--- src/rtl/memory_stage.sv ---
// MEM pipeline stage: EX/MEM register, load/store unit with a req/ready handshake,
// load alignment/extension, store lane replication, and the MEM/WB register.
module memory_stage #(
   parameter int WIDTH    = 32,
   parameter int REG_ADDR = 5
) (
   input  logic                clk,
   input  logic                rst,
   input  logic [WIDTH-1:0]    ALUResultE,
   input  logic [WIDTH-1:0]    WriteDataE,
   input  logic [WIDTH-1:0]    PCPlus4E,
   input  logic [REG_ADDR-1:0] RdE,
   input  logic                RegWriteE,
   input  logic                MemWriteE,
   input  logic [1:0]          ResultSrcE,
   input  logic [2:0]          Funct3E,
   input  logic                FlushM,
   output logic                mem_req,
   output logic                mem_we,
   output logic [WIDTH-1:0]    mem_addr,
   output logic [WIDTH-1:0]    mem_wdata,
   output logic [3:0]          mem_be,
   input  logic                mem_ready,
   input  logic [WIDTH-1:0]    mem_rdata,
   output logic                StallMemM,
   output logic                MisalignM,
   output logic [WIDTH-1:0]    ALUResultM,
   output logic [REG_ADDR-1:0] RdM,
   output logic                RegWriteM,
   output logic [WIDTH-1:0]    ALUResultW,
   output logic [WIDTH-1:0]    ReadDataW,
   output logic [WIDTH-1:0]    PCPlus4W,
   output logic [REG_ADDR-1:0] RdW,
   output logic                RegWriteW,
   output logic [1:0]          ResultSrcW
);

   typedef enum logic {S_IDLE, S_WAIT} state_t;

   state_t              r_state;
   logic [WIDTH-1:0]    r_alu_m, r_wdata_m, r_pc4_m;
   logic [REG_ADDR-1:0] r_rd_m;
   logic                r_regwrite_m, r_memwrite_m;
   logic [1:0]          r_resultsrc_m;
   logic [2:0]          r_funct3_m;

   logic [WIDTH-1:0]    r_alu_w, r_rdata_w, r_pc4_w;
   logic [REG_ADDR-1:0] r_rd_w;
   logic                r_regwrite_w;
   logic [1:0]          r_resultsrc_w;

   logic                w_access, w_misalign, w_req, w_stall;
   logic [3:0]          w_be;
   logic [WIDTH-1:0]    w_wdata, w_load_data;
   logic [7:0]          w_bytes [4];
   logic [7:0]          w_byte;
   logic [15:0]         w_half;

   assign w_access   = r_memwrite_m | (r_resultsrc_m == 2'b01);
   assign w_misalign = w_access &
                       (((r_funct3_m[1:0] == 2'b01) & r_alu_m[0]) |
                        ((r_funct3_m[1:0] == 2'b10) & (|r_alu_m[1:0])));
   // In WAIT the M register is frozen, so the request stays stable until ready.
   assign w_req      = (r_state == S_WAIT) | (w_access & ~w_misalign);
   assign w_stall    = w_req & ~mem_ready;

   always_comb begin
      w_be    = 4'b1111;
      w_wdata = r_wdata_m;
      case (r_funct3_m[1:0])
         2'b00: begin
            w_be    = 4'b0001 << r_alu_m[1:0];
            w_wdata = {4{r_wdata_m[7:0]}};
         end
         2'b01: begin
            w_be    = r_alu_m[1] ? 4'b1100 : 4'b0011;
            w_wdata = {2{r_wdata_m[15:0]}};
         end
         default: ;
      endcase
   end

   genvar gi;
   generate
      for (gi = 0; gi < 4; gi++) begin : g_lane
         assign w_bytes[gi] = mem_rdata[8*gi +: 8];
      end
   endgenerate

   assign w_byte = w_bytes[r_alu_m[1:0]];
   assign w_half = r_alu_m[1] ? mem_rdata[31:16] : mem_rdata[15:0];

   always_comb begin
      case (r_funct3_m)
         3'b000:  w_load_data = {{24{w_byte[7]}}, w_byte};
         3'b001:  w_load_data = {{16{w_half[15]}}, w_half};
         3'b100:  w_load_data = {24'd0, w_byte};
         3'b101:  w_load_data = {16'd0, w_half};
         default: w_load_data = mem_rdata;
      endcase
   end

   always_ff @(posedge clk or negedge rst) begin
      if (!rst) begin
         r_state       <= S_IDLE;
         r_alu_m       <= '0;
         r_wdata_m     <= '0;
         r_pc4_m       <= '0;
         r_rd_m        <= '0;
         r_regwrite_m  <= 1'b0;
         r_memwrite_m  <= 1'b0;
         r_resultsrc_m <= 2'b00;
         r_funct3_m    <= 3'b000;
         r_alu_w       <= '0;
         r_rdata_w     <= '0;
         r_pc4_w       <= '0;
         r_rd_w        <= '0;
         r_regwrite_w  <= 1'b0;
         r_resultsrc_w <= 2'b00;
      end else begin
         r_state <= w_stall ? S_WAIT : S_IDLE;

         if (!w_stall) begin
            r_alu_m    <= ALUResultE;
            r_wdata_m  <= WriteDataE;
            r_pc4_m    <= PCPlus4E;
            r_funct3_m <= Funct3E;
            if (FlushM) begin
               r_rd_m        <= '0;
               r_regwrite_m  <= 1'b0;
               r_memwrite_m  <= 1'b0;
               r_resultsrc_m <= 2'b00;
            end else begin
               r_rd_m        <= RdE;
               r_regwrite_m  <= RegWriteE;
               r_memwrite_m  <= MemWriteE;
               r_resultsrc_m <= ResultSrcE;
            end
         end

         // A stalled M stage feeds bubbles into WB so nothing retires twice.
         if (w_stall) begin
            r_alu_w       <= '0;
            r_rdata_w     <= '0;
            r_pc4_w       <= '0;
            r_rd_w        <= '0;
            r_regwrite_w  <= 1'b0;
            r_resultsrc_w <= 2'b00;
         end else begin
            r_alu_w       <= r_alu_m;
            r_rdata_w     <= (w_req & ~r_memwrite_m) ? w_load_data : '0;
            r_pc4_w       <= r_pc4_m;
            r_rd_w        <= r_rd_m;
            r_regwrite_w  <= r_regwrite_m & ~r_memwrite_m & ~w_misalign;
            r_resultsrc_w <= r_resultsrc_m;
         end
      end
   end

   assign mem_req    = w_req;
   assign mem_we     = w_req & r_memwrite_m;
   assign mem_addr   = {r_alu_m[WIDTH-1:2], 2'b00};
   assign mem_wdata  = w_wdata;
   assign mem_be     = w_req ? w_be : 4'b0000;
   assign StallMemM  = w_stall;
   assign MisalignM  = w_misalign;
   assign ALUResultM = r_alu_m;
   assign RdM        = r_rd_m;
   assign RegWriteM  = r_regwrite_m;
   assign ALUResultW = r_alu_w;
   assign ReadDataW  = r_rdata_w;
   assign PCPlus4W   = r_pc4_w;
   assign RdW        = r_rd_w;
   assign RegWriteW  = r_regwrite_w;
   assign ResultSrcW = r_resultsrc_w;

endmodule
--- config.mk ---
export PLATFORM = sky130hd
export DESIGN_NAME = memory_stage
export DESIGN_NICKNAME = d
export VERILOG_FILES = /design/src/rtl/memory_stage.sv
export SDC_FILE = /design/constraint.sdc
export NUM_CORES = 1
export LEC_CHECK = 0
export ABC_AREA = 1
export CORE_MARGIN = 1.5
export CORE_UTILIZATION = 40
export DETAILED_ROUTE_END_ITERATION = 12
export PLACE_DENSITY = 0.79
export SLEW_MARGIN = 20
export SYNTH_ARGS = -nofsm -noshare
export SYNTH_HDL_FRONTEND = slang
export SYNTH_SLANG_ARGS = --single-unit
--- constraint.sdc ---
create_clock -name clk -period 3.2 [get_ports clk]
set_input_delay 0.64 -clock clk [delete_from_list [all_inputs] [get_ports clk]]
set_output_delay 0.64 -clock clk [all_outputs]
set_load 0.03 [all_outputs]
==> metrics.md <==
| Metric | Value |
|---|---|
| Bufs on Longest Clock Path | 3 |
| Crit. End Element | output port |
| IO Pins | 358 |
| Number of global-route vias before repair | 7170 |
| Post-synthesis compound-gate area fraction | 0.0834 |
| Reg2Reg Depth | 10 |
| Startpoint Class | flip-flop |
| WP data arrival | ~2.5 ns |
| GP Congestion | a little over 0.9 |
| Setup Crit Path Kind | reg2out |
| Crit-path max FO | 12 |
| Synthesized cell area | 8680 µm² |
| CTS Buf Count | 23 |
| Port buffer count | 355 |
| Final Hold Fails | 0 |
| Post-DP HPWL | between 15000 and 20000 µm |
| DRT Pass-1 Iters | 5 |
| Layout cells sized above 1 | 0.0625 |
| Synthesis warning total | 0 |
| Data required, critical path | 2.56 ns |
| CP max-delay cell | clkdlybuf4s50_1 |
| Post-route setup slack | a little under 0.09 ns |
| DR WL/cell | 16.0 µm |
| Synth Flop Type | dfrtp_1 |
| Fin util | 0.612 |
| Crit path largest cell delay | 0.72 ns |
| Fmax | 321 MHz |
| Max-slew headroom | 0.488 |
| CP cell instances | inv_2, nand2_1, o221ai_1, clkdlybuf4s50_1 |
| Die ar. | 22600 µm² |
| Starting Density | 0.411 |
| Synth Register Bits | around 210 |
| Sink Count | 213 |
| Hold WC Path Type | in2async |
| Worst reg2reg path startpoint | r_funct3_m[1] |
| Die extent in y | approximately 150 µm |
| R2r endpoint | PCPlus4W[26] |
| Fill cells | around 1800 |
| Adder-Cell Fraction of Synth Area | 0 |
| Crit path time final | slightly above 3 ns |
| Maximum number of pins on one net before global-route repair | 199 |
| Avg Inst Size Synth | 9.10 µm² |
| Crit path to | mem_wdata[29] |
| Core area | 21200 µm² |
| Routed vias | 7265 |
| Worst-margin pin slew | 0.768 ns |
| Worst-path clk slew | 0.06 ns |
| Post-DR vias/cell | roughly 4.7 |
| Global-route wire length before repair | 37600 µm |
| RSZ-0062 raised after global routing | yes |
| Post-Synthesis Cells | 954 |
| DRC | 0 |
| Simple-Gate Fraction of Synth Area | 0.183 |
| Ant. Diodes | 0 |
| # rows | 53 |
| Clock root cell | clkbuf_16 |
| R2R Setup Slk | 0.70 ns |
| Clock skew | 0.0193 ns |
| Synth Area in XOR/XNOR | 0 |
| Mux share of post-synthesis cell area | 0 |
| GRT Overall Usage | 0.214 |
| Initial antenna violation count | 0 |
| DRT iter0 DRCs | 380 |
| Crit path depth | 4 |
| Bufs and invs on worst path | 2 |
| Final setup vio count | 0 |
| Layout Area Growth over Synthesis | 49.0% |
| GRT overflow | 0 |
| EDFF count, synth | 0 |
| Static Leakage | 6.26 nW |
| Final Slew Violations | 0 |
| Clk_lat worst skew | 0.51 ns |
| H-tree Lvls | 1 |
| Post-synthesis sequential area ratio | 0.614 |
| Worst vdd ir | 0.517 mV |
| Post-synth cell types | 27 |
| Main combinational cell family by area after synthesis | simple AND/OR/NAND/NOR gates |
| Place WS | roughly 0.46 ns |
| Critical path's top delay family | buffers and inverters |
| MaxCap Viol Count | 0 |
| Drt total wl | between 20000 and 25000 µm |
| Hold slack | between 0.1 and 0.15 ns |
| Status | finished, final reports clean |
| FFs w/ async S/R, synth | 1.00 |
| Crit path from | r_funct3_m[1] |
| Power Density | 811 nW/µm² |
| Net count, final | 1410 |
| Die W | between 150 and 200 µm |
| Post-route clock period utilization | 0.973 |
| CTS tree | yes |
| Post-DRT Antenna Nets | 0 |
==> layout by cell type (no fill, tap or decap), drive strengths merged, types with 2 or more instances in the layout <==
| cell type | synthesis | routed |
|---|---|---|
| clkdlybuf4s50 | 0 | 346 |
| nand2 | 227 | 227 |
| dfrtp | 213 | 213 |
| inv | 125 | 125 |
| nor2 | 116 | 116 |
| o21ai | 116 | 116 |
| nand3 | 35 | 35 |
| clkbuf | 14 | 33 |
| buf | 69 | 20 |
| or2 | 13 | 13 |
| a21oi | 12 | 12 |
| o221ai | 8 | 8 |
| clkinv | 1 | 6 |
| dlymetal6s2s | 0 | 3 |
| nor3 | 2 | 2 |
| conb | 1 | 2 |
| bufinv | 0 | 2 |
==> sequential cells by signal (all words and copies together) (netlist names) <==
signal / count
ALUResultM: 32
ALUResultW: 32
PCPlus4W: 32
ReadDataW: 32
r_pc4_m: 32
r_wdata_m: 32
RdM: 5
RdW: 5
r_funct3_m: 3
ResultSrcW: 2
r_resultsrc_m: 2
RegWriteM: 1
RegWriteW: 1
r_memwrite_m: 1
r_state: 1
==> per-stage QoR <==
stage               instance area [µm²]  instances  power (mW)  setup TNS, ns
finish                            12900       1556        10.5              0
global route                      12900       1556        11.0        -0.0541
CTS                               12900       1556        10.6              0
detailed placement                12200       1516        7.90              0
global placement                  12200       1516        7.81              0
floorplan                          8690        955        6.15              0
==> per-layer routing <==
| layer | up-vias | GRT usage | wire length (µm) |
|---|---|---|---|
| met1 | 3407 | 0.255 | 9420 |
| li1 | 3502 | - | - |
| met4 | 0 | 0.0814 | 789 |
| met2 | 296 | 0.367 | 12300 |
| met3 | 60 | 0.0621 | 2310 |
| met5 | - | 0 | 0 |
==> logic make-up (layout without fill, tap and decap cells) <==
| group | after synthesis | in the layout |
|---|---|---|
| AO/OA/AOI/OAI | 138 | 138 |
| other | 1 | 2 |
| AND/OR/NAND/NOR | 393 | 393 |
| flip-flops | 213 | 213 |
| buffers and inverters | 209 | 535 |
==> what timing repair did <==
action / 4_1_cts / 5_1_grt
buffers inserted: 0 / 0
setup endpoints to repair: 0 / 11
resized for setup: 0 / 4
hold buffers: 0 / 0
==> layout make-up <==
cell class              instances  area (µm²)  share of cell area
clock buffers                  33         673              0.0520
clock inverters                 7        88.8             0.00687
inverters                     126         477              0.0368
multi-input cells             533        2330               0.180
flip-flops and latches        213        5330               0.412
well taps                     275         344              0.0266
repair buffers                369        3700               0.286
==> power breakdown <==
| group | switching (mW) | internal (mW) | total (mW) |
|---|---|---|---|
| Combinational | 2.68 | 1.61 | 4.29 |
| Clock | 1.04 | 1.62 | 2.65 |
| Sequential | 0.268 | 3.28 | 3.55 |
==> synthesized netlist by cell type, types with 8 or more instances <==
library cell | count | share of area
a21oi_1 | 12 | 0.0069
buf_2 | 13 | 0.0075
buf_4 | 47 | 0.041
buf_6 | 8 | 0.010
clkbuf_1 | 14 | 0.0061
dfrtp_1 | 213 | 0.61
inv_1 | 122 | 0.053
nand2_1 | 225 | 0.097
nand3_1 | 33 | 0.019
nor2_1 | 113 | 0.049
o21ai_0 | 93 | 0.054
o21ai_1 | 23 | 0.013
o221ai_1 | 8 | 0.0081
or2_2 | 13 | 0.0094
==> how the worst min path moves through the flow <==
stage,start,end,slack [ns],depth (start not counted)
6_report,rst,ALUResultM[2],0.14,1
5_1_grt,rst,ALUResultM[2],0.19,1
4_1_cts,rst,ALUResultM[2],0.16,1
3_5_place_dp,r_wdata_m[17],r_wdata_m[17],0.46,2
3_3_place_gp,r_wdata_m[19],r_wdata_m[19],0.46,2
2_1_floorplan,rst,ALUResultM[0],0.34,0
Power figures use the tool's default switching activity.
